[config.mk]
export PLATFORM = sky130hd
export DESIGN_NAME = mix_columns_iter
export DESIGN_NICKNAME = d
export VERILOG_FILES = /design/src/rtl/aes_pkg.sv /design/src/rtl/mix_column_word.sv /design/src/rtl/mix_columns_iter.sv
export SDC_FILE = /design/constraint.sdc
export NUM_CORES = 1
export LEC_CHECK = 0
export BUFFER_PORTS_ARGS = -buffer_cell sky130_fd_sc_hd__buf_2
export CAP_MARGIN = 10
export CELL_PAD_IN_SITES_DETAIL_PLACEMENT = 0
export CELL_PAD_IN_SITES_GLOBAL_PLACEMENT = 1
export CORE_MARGIN = 2
export CORE_UTILIZATION = 37
export CTS_CLUSTER_DIAMETER = 50
export DETAILED_ROUTE_END_ITERATION = 7
export PLACE_DENSITY = 0.81
export SLEW_MARGIN = 25
export SYNTH_ARGS = -nofsm -noshare
export SYNTH_HDL_FRONTEND = slang
export SYNTH_SLANG_ARGS = --single-unit
[constraint.sdc]
create_clock -name clk -period 2.4 [get_ports clk]
set_input_delay 0.36 -clock clk [delete_from_list [all_inputs] [get_ports clk]]
set_output_delay 0.36 -clock clk [all_outputs]
set_load 0.02 [all_outputs]
[src/rtl/aes_pkg.sv]
// Shared AES types and GF(2^8) helpers for the MixColumns engines.
package aes_pkg;

  localparam logic [7:0] AES_POLY = 8'h1b;

  typedef logic [127:0] aes_state_t;
  typedef logic [31:0]  aes_word_t;

  typedef enum logic [1:0] {IDLE, BUSY, DONE} mix_fsm_e;

  function automatic logic [7:0] gm2(input logic [7:0] x);
    return {x[6:0], 1'b0} ^ (AES_POLY & {8{x[7]}});
  endfunction

  function automatic logic [7:0] gm3(input logic [7:0] x);
    return gm2(x) ^ x;
  endfunction

endpackage

[src/rtl/mix_column_word.sv]
// Combinational forward MixColumns of one 32-bit column, byte 0 in the MSBs.
module mix_column_word import aes_pkg::*; (
  input  aes_word_t col_i,
  output aes_word_t col_o
);

  logic [7:0] b0, b1, b2, b3;

  assign {b0, b1, b2, b3} = col_i;

  assign col_o = {gm2(b0) ^ gm3(b1) ^ b2      ^ b3,
                  b0      ^ gm2(b1) ^ gm3(b2) ^ b3,
                  b0      ^ b1      ^ gm2(b2) ^ gm3(b3),
                  gm3(b0) ^ b1      ^ b2      ^ gm2(b3)};

endmodule

[src/rtl/mix_columns_iter.sv]
// Iterative AES MixColumns: latches a state, mixes COLS_PER_CYCLE columns per
// cycle in place (column 0 first), then holds the result until consumed.
module mix_columns_iter import aes_pkg::*; #(
  parameter int COLS_PER_CYCLE = 1
) (
  input  logic         clk,
  input  logic         rst,
  input  logic         in_valid,
  output logic         in_ready,
  input  logic [127:0] in_data,
  output logic         out_valid,
  input  logic         out_ready,
  output logic [127:0] out_data
);

  if (!(COLS_PER_CYCLE == 1 || COLS_PER_CYCLE == 2 || COLS_PER_CYCLE == 4)) begin : g_bad_param
    $error("mix_columns_iter: COLS_PER_CYCLE must be 1, 2 or 4");
  end

  // With 4 columns per cycle the step truncates to 0, which is harmless:
  // the single BUSY cycle is also the last one.
  localparam logic [1:0] STEP     = 2'(COLS_PER_CYCLE);
  localparam logic [1:0] LAST_OFS = 2'(COLS_PER_CYCLE - 1);

  mix_fsm_e   state_q, state_d;
  logic [1:0] cnt_q, cnt_d;
  aes_state_t data_q, data_d;
  logic       last_step;

  logic [1:0] col_idx [COLS_PER_CYCLE];
  aes_word_t  col_in  [COLS_PER_CYCLE];
  aes_word_t  col_out [COLS_PER_CYCLE];

  for (genvar g = 0; g < COLS_PER_CYCLE; g++) begin : g_col
    assign col_idx[g] = cnt_q + 2'(g);
    assign col_in[g]  = data_q[127 - 32*col_idx[g] -: 32];

    mix_column_word u_mix (
      .col_i (col_in[g]),
      .col_o (col_out[g])
    );
  end

  assign last_step = (cnt_q + LAST_OFS) == 2'd3;

  always_comb begin
    state_d = state_q;
    cnt_d   = cnt_q;
    data_d  = data_q;
    case (state_q)
      IDLE: begin
        if (in_valid) begin
          data_d  = in_data;
          cnt_d   = 2'd0;
          state_d = BUSY;
        end
      end
      BUSY: begin
        for (int g = 0; g < COLS_PER_CYCLE; g++)
          data_d[127 - 32*col_idx[g] -: 32] = col_out[g];
        cnt_d = cnt_q + STEP;
        if (last_step) state_d = DONE;
      end
      DONE: begin
        if (out_ready) state_d = IDLE;
      end
      default: state_d = IDLE;
    endcase
  end

  always_ff @(posedge clk) begin
    if (rst) begin
      state_q <= IDLE;
      cnt_q   <= 2'd0;
      data_q  <= '0;
    end else begin
      state_q <= state_d;
      cnt_q   <= cnt_d;
      data_q  <= data_d;
    end
  end

  assign in_ready  = (state_q == IDLE);
  assign out_valid = (state_q == DONE);
  // Partially mixed contents never leave the block.
  assign out_data  = out_valid ? data_q : '0;

endmodule

## Yosys cells after proc, flatten, opt, wreduce, memory -nomap -nowiden

Index checks and enable logic that the tools add are counted.

| word-level totals | value |
|---|---|
| word-level logic and storage cells | 49 |
| bits in latches | 0 |
| ROM bits | 0 |
| bits in registers | 132 |
| memories kept | 0 |
| RAM bits | 0 |
| output and inout bits | 130 |

| operators by class | value |
|---|---|
| div/mod/pow operators | 0 |
| multiplexer cells | 10 |
| shifts and indexed selects | 3 |
| magnitude comparators | 0 |
| equality and inequality tests | 6 |
| bitwise logic cells | 20 |
| add/subtract/negate cells | 3 |
| multiply operators | 0 |
| reduce and logical (&&, ||, !) cells | 4 |

Operators by type and width:

| kind | count |
|---|---|
| 128-bit two-way mux | 2 |
| 128-bit case mux with 2 select lines | 1 |
| 32-bit by 34-bit variable shift with 159-bit output (first input constant) | 1 |
| 159-bit by 33-bit indexed part select with 32-bit output | 1 |
| 32-bit by 34-bit indexed part select with 159-bit output | 1 |
| 128-bit bitwise mux | 1 |
| 8-bit bitwise XOR | 16 |
| 32-bit negation with 34-bit output | 1 |
| 8-bit by 5-bit bitwise XOR with 8-bit output | 4 |
| 2-bit two-way mux | 4 |
| 7-bit by 7-bit subtractor with 8-bit output (first input constant) | 1 |
| 2-bit case mux with 3 select lines | 1 |
| 2-bit == test (second input constant) | 2 |
| 2-bit != test (second input constant) | 2 |
| 2-bit case mux with 2 select lines | 1 |
| 3-bit AND reduction | 1 |
| 2-bit by 1-bit adder with 2-bit output (second input constant) | 1 |
| 2-bit by 1-bit == test with 1-bit output (second input constant) | 1 |
| 2-bit logical NOT | 1 |
| 2-bit by 1-bit != test with 1-bit output (second input constant) | 1 |
| 2-bit AND reduction | 1 |
| 2-bit nonzero test | 1 |

## Depth between registers and ports, before layout

Gate-level depths: netlist of the first run.

| logic depth | value |
|---|---|
| depth in word-level cells | 10 |
| depth in mapped cells | 10 |
| mapped depth without buffers | 6 |

## Hierarchy

A second synthesis of the first run with hierarchy kept.

| unflattened totals | value |
|---|---|
| cells, all modules | 1153 |
| area, all modules | 10138.5 µm² |

Modules (own cells, without submodules):

| module | area an instance (µm²) | cells each | instances |
|---|---|---|---|
| mix_columns_iter | 9145.0 | 1040 | 1 |
| mix_column_word | 993.5 | 113 | 1 |

## Worst setup path before layout of the first run

Ideal clock, no wire load.

| timing | value |
|---|---|
| path kind | register to register |
| start | reg cnt_q[1] |
| end | reg data_q[49] |
| data required time | 2.321 ns |
| clock period less this slack | 2.295 ns |
| cell stages (with the launch flop) | 7 |
| setup time | 0.079 ns |
| slack | 0.105 ns |
| data arrival time | 2.216 ns |
| cell sequence | dfxtp_1 > buf_6 > buf_12 > mux4_2 > xor2_1 > xnor3_1 > a211oi_2 |

| on the way | value |
|---|---|
| longest elaborated chain between the ends | 10 |
| elaborated cells between the ends (all ways) | 27 |
| classes of those cells | add/sub: 2; shift: 3; mux: 2; bitwise: 20 |

Ends and longest elaborated chain:

| element | line | source |
|---|---|---|
| start, declared | mix_columns_iter.sv:26 | `logic [1:0] cnt_q, cnt_d;` |
| start signal, assigned | mix_columns_iter.sv:78 | `cnt_q <= cnt_d;` |
| 7-bit by 7-bit subtractor with 8-bit output (*) | mix_columns_iter.sv:36, mix_columns_iter.sv:60 |  |
| 159-bit by 33-bit indexed part select with 32-bit output | mix_columns_iter.sv:36 | `assign col_in[g] = data_q[127 - 32*col_idx[g] -: 32];` |
| 8-bit by 5-bit bitwise XOR with 8-bit output | aes_pkg.sv:12 | `return {x[6:0], 1'b0} ^ (AES_POLY & {8{x[7]}});` |
| 8-bit bitwise XOR | aes_pkg.sv:16 | `return gm2(x) ^ x;` |
| 8-bit bitwise XOR, on equally long branches (3 in series) | mix_column_word.sv:14, mix_column_word.sv:11 |  |
| 32-bit by 34-bit indexed part select with 159-bit output | mix_columns_iter.sv:60 | `data_d[127 - 32*col_idx[g] -: 32] = col_out[g];` |
| 128-bit bitwise mux (*) | mix_columns_iter.sv:60 |  |
| 128-bit case mux with 2 select lines (*) | mix_columns_iter.sv:50 | `case (state_q)` |
| end signal, assigned | mix_columns_iter.sv:79 | `data_q <= data_d;` |
| end, declared | mix_columns_iter.sv:27 | `aes_state_t data_q, data_d;` |

Every way passes the cells marked *; elsewhere a longest branch is shown, timed or not.
A chain may end at the register's enable or synchronous reset.

## Final worst setup path of the first run

| timing | value |
|---|---|
| start | reg cnt_q[1] |
| end | reg data_q[60] |

Same word-level chain as after synthesis.

==> reports/qor.yml, run 1 <==
nFillCells: 2447
finalInstanceArea_mm2: 0.0133
cts_tree: "yes"
power_frac_seq_pct: 23.8
clock-root-buffer: "clkbuf_16"
drt_iter0_drc: 1119
timing.final.ws_setup_ns: -0.0245
r2r_cells: 6
die_area_mm2: 0.0285
final.min_clock_period_ns: 2.42
r2r_slack_ns: -0.02
clk_path_buf_depth: 2
p_sw_share_pct: 39.4
yosysTopAreaCell: "dfxtp_1"
ir_drop_mv: 0.540
r2r-end: "data_q[60]$_SDFFE_PP0P_"
slew_headroom_pct: 57.8
path_clk_slew_ns: 0.06
drive_gt1_share_pct: 42.0
cts.sinks: 132
yosysMostFrequentCell: "a211oi_1"
wl_met1_mm: 16.8
startpoint_type: "register"
p_per_area_mw_per_mm2: 943
drt-vias-per-instance: 6.09
ys_top_cells_by_count: "a211oi_1, dfxtp_1, a21oi_1"
synth_enable_flop_cells: 0
async_reset_ff_share_pct: 0
io_pins: 262
grt.total_usage_pct: 26.4
r2r_start: "cnt_q[1]$_SDFFE_PP0P_"
die_x_um: 169
pwr-share-clk_pct: 23.4
highest_layer: "met5"
cts_hold_buf: 0
violations: "negative setup slack"
synth_warnings: 0
final_net_count: 1424
port_buffers: 261
grt_max_degree: 83
htreeDepth: 4
initial_core_util_pct: 37.5
fin_crit_sh_pct: 101
synth_fp_nets: 1172
endpoint_kind: "register"
area.growth.synth_to_final_pct: 32.4
synth.distinct_cells: 34
wl_met3_mm: 3.11
ant_nets: 0
critPathKind: "register to register"
synth_top_area_share_pct: 26.3
antenna_found_initial: 3
synth_area_leaders: "dfxtp_1, a211oi_1, o21bai_1"
switchingPower_mw: 4.95
avgSynthCellArea_um2: 9.71
p_comb_share_pct: 52.8
cap_violations: 0
cp.arrival_ns: 2.77
hold_viol_final: 0
placed_cell_area_mm2: 0.0121
tns_ns: -0.0577
coreArea_mm2: 0.0268
slew_viol_final: 0
status: "finished with violations"
worst_hold_path.num_cells: 3
grt_pass1_vias: 9418
dpl.hpwl_mm: 27.4
dr_wl_met2_mm: 17.6
die_h_um: 169
cts-buffers-inserted: 17
row_count: 60
whs_endpoint: "state_q[1]$_SDFFE_PP0P_"
skew_ns: 0.0119
hp-class: "input port to register"
setup_viol: 4
wl_mm: 38.8
overflow: 0
ys_seq_area_share_pct: 26.3
p_int_mw: 7.60
cp.required_ns: 2.75
wl_per_cell_um: 23.6
dr.pass1.iters: 5
min_from: "out_ready"
syn_area_mm2: 0.0101
synth-seq-cells: 132
crit_fanout: 13
place_congestion: 0.877
grt_pass1_wl_mm: 57.5
vias: 10000
worst_pin_slew_ns: 0.632
drc: 0
max_freq_mhz: 412
power_leakage_nw: 5.76
synthesis.instances: 1036
synth_flop_cell: "dfxtp_1"
worstSkewPairLatency_ns: 0.43
rsz0062_at_grt: "true"
## cell families (layout without fill, tap and decap cells)
logic type | after synthesis | after routing | synth area share [%]
AOI/OAI and AO/OA | 516 | 516 | 37.5
and+or+nand+nor | 152 | 152 | 9.21
DFF | 132 | 132 | 26.3
buffers and inverters | 123 | 388 | 5.15
xor gates and xnor gates | 72 | 72 | 13.7
muxes | 37 | 37 | 7.66
adders and majority gates | 4 | 4 | 0.498
other | 0 | 1 | 0
## worst max path at each step
stage	endpoint	start	depth (start not counted)	slack, ns
after floorplan	data_q[49]$_SDFFE_PP0P_	cnt_q[1]$_SDFFE_PP0P_	6	0.10
after detailed placement	data_q[63]$_SDFFE_PP0P_	cnt_q[1]$_SDFFE_PP0P_	5	-0.08
after CTS	data_q[36]$_SDFFE_PP0P_	cnt_q[1]$_SDFFE_PP0P_	6	-0.03
after global placement	data_q[63]$_SDFFE_PP0P_	cnt_q[1]$_SDFFE_PP0P_	5	-0.03
after global routing	data_q[63]$_SDFFE_PP0P_	cnt_q[1]$_SDFFE_PP0P_	6	-0.07
final	data_q[60]$_SDFFE_PP0P_	cnt_q[1]$_SDFFE_PP0P_	6	-0.02
## sequential cells by signal, indices dropped and copies added (netlist names)
name,flops
cnt_q,2
state_q,2
data_q,128
## power by group through the flow
stage / Combinational, mW / Clock, mW / Sequential (mW)
2_1_floorplan: 4.03 / 0 / 2.81
3_3_place_gp: 5.74 / 0 / 3.03
6_report: 6.63 / 2.93 / 2.99
4_1_cts: 6.08 / 2.93 / 2.97
3_5_place_dp: 5.81 / 0 / 3.02
5_1_grt: 6.91 / 3.02 / 3.03
## worst max-delay path: stages (launching register included)
cell and delay (ns):
dfxtp_4 0.37, buf_12 0.16, buf_4 0.13, mux4_2 0.60, xnor2_2 0.29, xnor3_2 0.57
a211oi_2 0.24
## metal layers
metal | GRT usage [%] | up-vias
li1 | - | 4476
met1 | 36.4 | 4926
met2 | 40.6 | 530
met3 | 5.17 | 72
met4 | 11.2 | 4
met5 | 0 | -
## through the flow
stage	hold WS (ns)	cells	util, %	setup WS (ns)	total power [mW]
6_report	0.196	1643	49.7	-0.0245	12.6
5_1_grt	0.210	1642	49.7	-0.0709	13.0
4_1_cts	0.188	1622	48.1	-0.0336	12.0
3_5_place_dp	0.526	1579	45.0	-0.0785	8.83
3_3_place_gp	0.520	1579	45.0	-0.0350	8.77
2_1_floorplan	0.504	1036	-	0.105	6.85
## cell usage in the layout, fill, tap and decap left out, types with 6 or more instances in the layout
master	Yosys	routed
buf_2	4	260
a211oi_1	212	187
a21oi_1	130	130
o21bai_1	129	129
dfxtp_1	132	129
and2_1	128	128
a211oi_2	44	69
buf_4	1	61
mux4_2	32	32
buf_12	2	25
xnor3_2	9	20
clkbuf_16	0	17
xnor3_1	23	12
xor2_2	4	8
xor3_1	12	8
buf_6	2	7
xnor2_2	7	6
## area by class of cell
class	instances	area [um^2]	area share (%)
diodes	1	2.50	0.0188
flip-flops and latches	132	2650	19.9
well taps	341	427	3.20
multi-input cells	781	7240	54.4
repair buffers	353	2340	17.6
inverters	3	11.3	0.0846
clock buffers	24	502	3.77
clock inverters	8	145	1.09
## what timing repair did
item                       4_1_cts  5_1_grt
pin swaps                       10       14
gates resized for setup         21       46
buffers inserted                11       20
setup endpoints to repair       80       88
Note: power is estimated with default switching activity, not from simulation.
==> run 2, diff against run 1 <==
==> constraint.sdc (replaced) <==
create_clock -name clk -period 2.4 [get_ports clk]
set_input_delay 0.24 -clock clk [delete_from_list [all_inputs] [get_ports clk]]
set_output_delay 0.24 -clock clk [all_outputs]
set_load 0.02 [all_outputs]
==> reports/qor.yml, run 2 (synthesis gave the netlist of run 1 again) <==
cts-buffers-inserted: 17  # unchanged
tns_ns: -0.661  # -0.603 ns
power_leakage_nw: 5.78  # +0.38%
timing.final.ws_setup_ns: -0.0842  # -0.0597 ns
grt_pass1_wl_mm: 57.7  # +0.26%
drc: 0  # unchanged
nFillCells: 2428  # -0.78%
ant_nets: 0  # unchanged
placed_cell_area_mm2: 0.0120  # -0.66%
largest-register: "data_q"
p_per_area_mw_per_mm2: 946  # +0.34%
slew_headroom_pct: 58.7  # +0.88 points
cts_hold_buf: 0  # unchanged
r2r_cells: 7  # +1
final_common_cell: "buf_2"
dpl.hpwl_mm: 27.1  # -1.1%
pre_cts_ws_ns: -0.0674  # +0.0111 ns
ir_drop_mv: 0.613  # +14%
worst_hold_path.num_cells: 3  # unchanged
cp.depth: 7  # +1
endpoint_kind: "register"
die_h_um: 169  # unchanged
clk_path_buf_depth: 2  # unchanged
vias: 9945  # -0.63%
path_cells: "buf_12 -> buf_6 -> mux4_2 -> buf_4 -> xor2_2 -> xnor3_2 -> a211oi_2"
cp_top_family: "XOR/XNOR gates"
hold_viol_final: 0  # unchanged
wl_mm: 39.3  # +1.5%
critPathMaxStageDelay_ns: 0.55  # -0.05 ns
die_area_mm2: 0.0285  # unchanged
violations: "negative setup slack"
wl_per_cell_um: 24.0  # +1.5%
setup_viol: 24  # +20
initial_core_util_pct: 37.5  # unchanged
rsz0062_at_grt: "true"
reg_top3: "data_q x128, cnt_q x2, state_q x2"
final.min_clock_period_ns: 2.48  # +0.0597 ns
max_freq_mhz: 403  # -2.4%
htreeDepth: 4  # unchanged
dr.pass1.iters: 6  # +1
place_congestion: 0.897  # +2.3%
row_count: 60  # unchanged
status: "finished with violations"
grt.total_usage_pct: 26.5  # about the same
critPathKind: "register to register"
worstSkewPairLatency_ns: 0.43  # about the same
cp.required_ns: 2.75  # about the same
drt_iter0_drc: 1184  # +5.8%
final_net_count: 1424  # unchanged
finalInstanceArea_mm2: 0.0134  # +0.73%
skew_ns: 0.0114  # -0.000496 ns
drt-vias-per-instance: 6.06  # -0.57%
final_core_utilization_pct: 50.1  # +0.36 points
path_clk_slew_ns: 0.06  # about the same
layout_common_cells: "buf_2, a211oi_1, a21oi_1, dfxtp_1, o21bai_1"
hp-class: "input port to register"
critical_path.slowest_cell: "xnor3_2"
slew_viol_final: 0  # unchanged
coreArea_mm2: 0.0268  # unchanged
drive_gt1_share_pct: 44.0  # +1.9 points
largest_reg_flops: 128  # unchanged
crit_fanout: 9  # -4
worst_pin_slew_ns: 0.619  # -0.0126 ns
fin_crit_sh_pct: 104  # +2.5 points
area.growth.synth_to_final_pct: 33.4
cts.sinks: 132  # unchanged
grt_max_degree: 131  # +58%
worst-path-buf-inv: 3  # +1
num_antenna_cells: 0  # -1
cts_tree: "yes"
die_x_um: 169  # unchanged
grt_pass1_vias: 9323  # -1.0%
cp.arrival_ns: 2.83  # +0.06 ns
antenna_found_initial: 2  # -1
cap_violations: 0  # unchanged
overflow: 0  # unchanged
clock-root-buffer: "clkbuf_16"
port_buffers: 261  # unchanged
io_pins: 262  # unchanged
startpoint_type: "register"
## run 2: per-stage QoR
| stage | hold slack (ns) | total power [mW] | instances |
|---|---|---|---|
| CTS | 0.102 | 11.9 | 1623 |
| detailed placement | 0.522 | 8.82 | 1575 |
| global route | 0.106 | 13.1 | 1642 |
| global placement | 0.518 | 8.77 | 1575 |
| finish | 0.0991 | 12.7 | 1642 |
| floorplan | 0.422 | 6.85 | 1036 |
## run 2: tightest hold or removal path: stages
cell and delay (ns):
buf_2 0.07, nand2b_1 0.10, a21oi_1 0.06
## run 2: layer usage
metal	wire [um]	track usage, %
met1	17100	36.9
met2	18500	41.5
met3	2720	4.28
met4	1040	9.33
met5	18	0
## run 2: path summary, 6_finish.rpt
check                          startpoint                 endpoint  slack, ns
setup / recovery    cnt_q[1]$_SDFFE_PP0P_  data_q[57]$_SDFFE_PP0P_      -0.08
hold / removal                  out_ready  state_q[1]$_SDFFE_PP0P_        0.1
setup reg to reg    cnt_q[1]$_SDFFE_PP0P_  data_q[57]$_SDFFE_PP0P_      -0.08
hold reg to reg   data_q[71]$_SDFFE_PP0P_  data_q[71]$_SDFFE_PP0P_       0.54
## run 2: repair_timing
item / in CTS / in global routing
buffers inserted: 16 / 19
endpoints found under the setup margin: 53 / 109
hold endpoints to repair: 0 / 0
resized for setup: 24 / 77
pin swaps: 10 / 23
## run 2: final cells by class
| class | count | area [um^2] | area share (%) |
|---|---|---|---|
| well taps | 341 | 427 | 3.18 |
| inverters | 3 | 11.3 | 0.0839 |
| clock buffers | 22 | 464 | 3.46 |
| clock inverters | 10 | 154 | 1.15 |
| flip-flops and latches | 132 | 2650 | 19.7 |
| multi-input cells | 781 | 7390 | 55.1 |
| repair buffers | 353 | 2320 | 17.3 |
## run 2: where the power goes
part	total (mW)	switching (mW)	leakage, nW	internal, mW
logic	6.85	3.63	4.38	3.22
registers	3.01	0.414	1.09	2.60
clock network	2.83	1.04	0.308	1.79
total	12.7	5.09	5.78	7.60
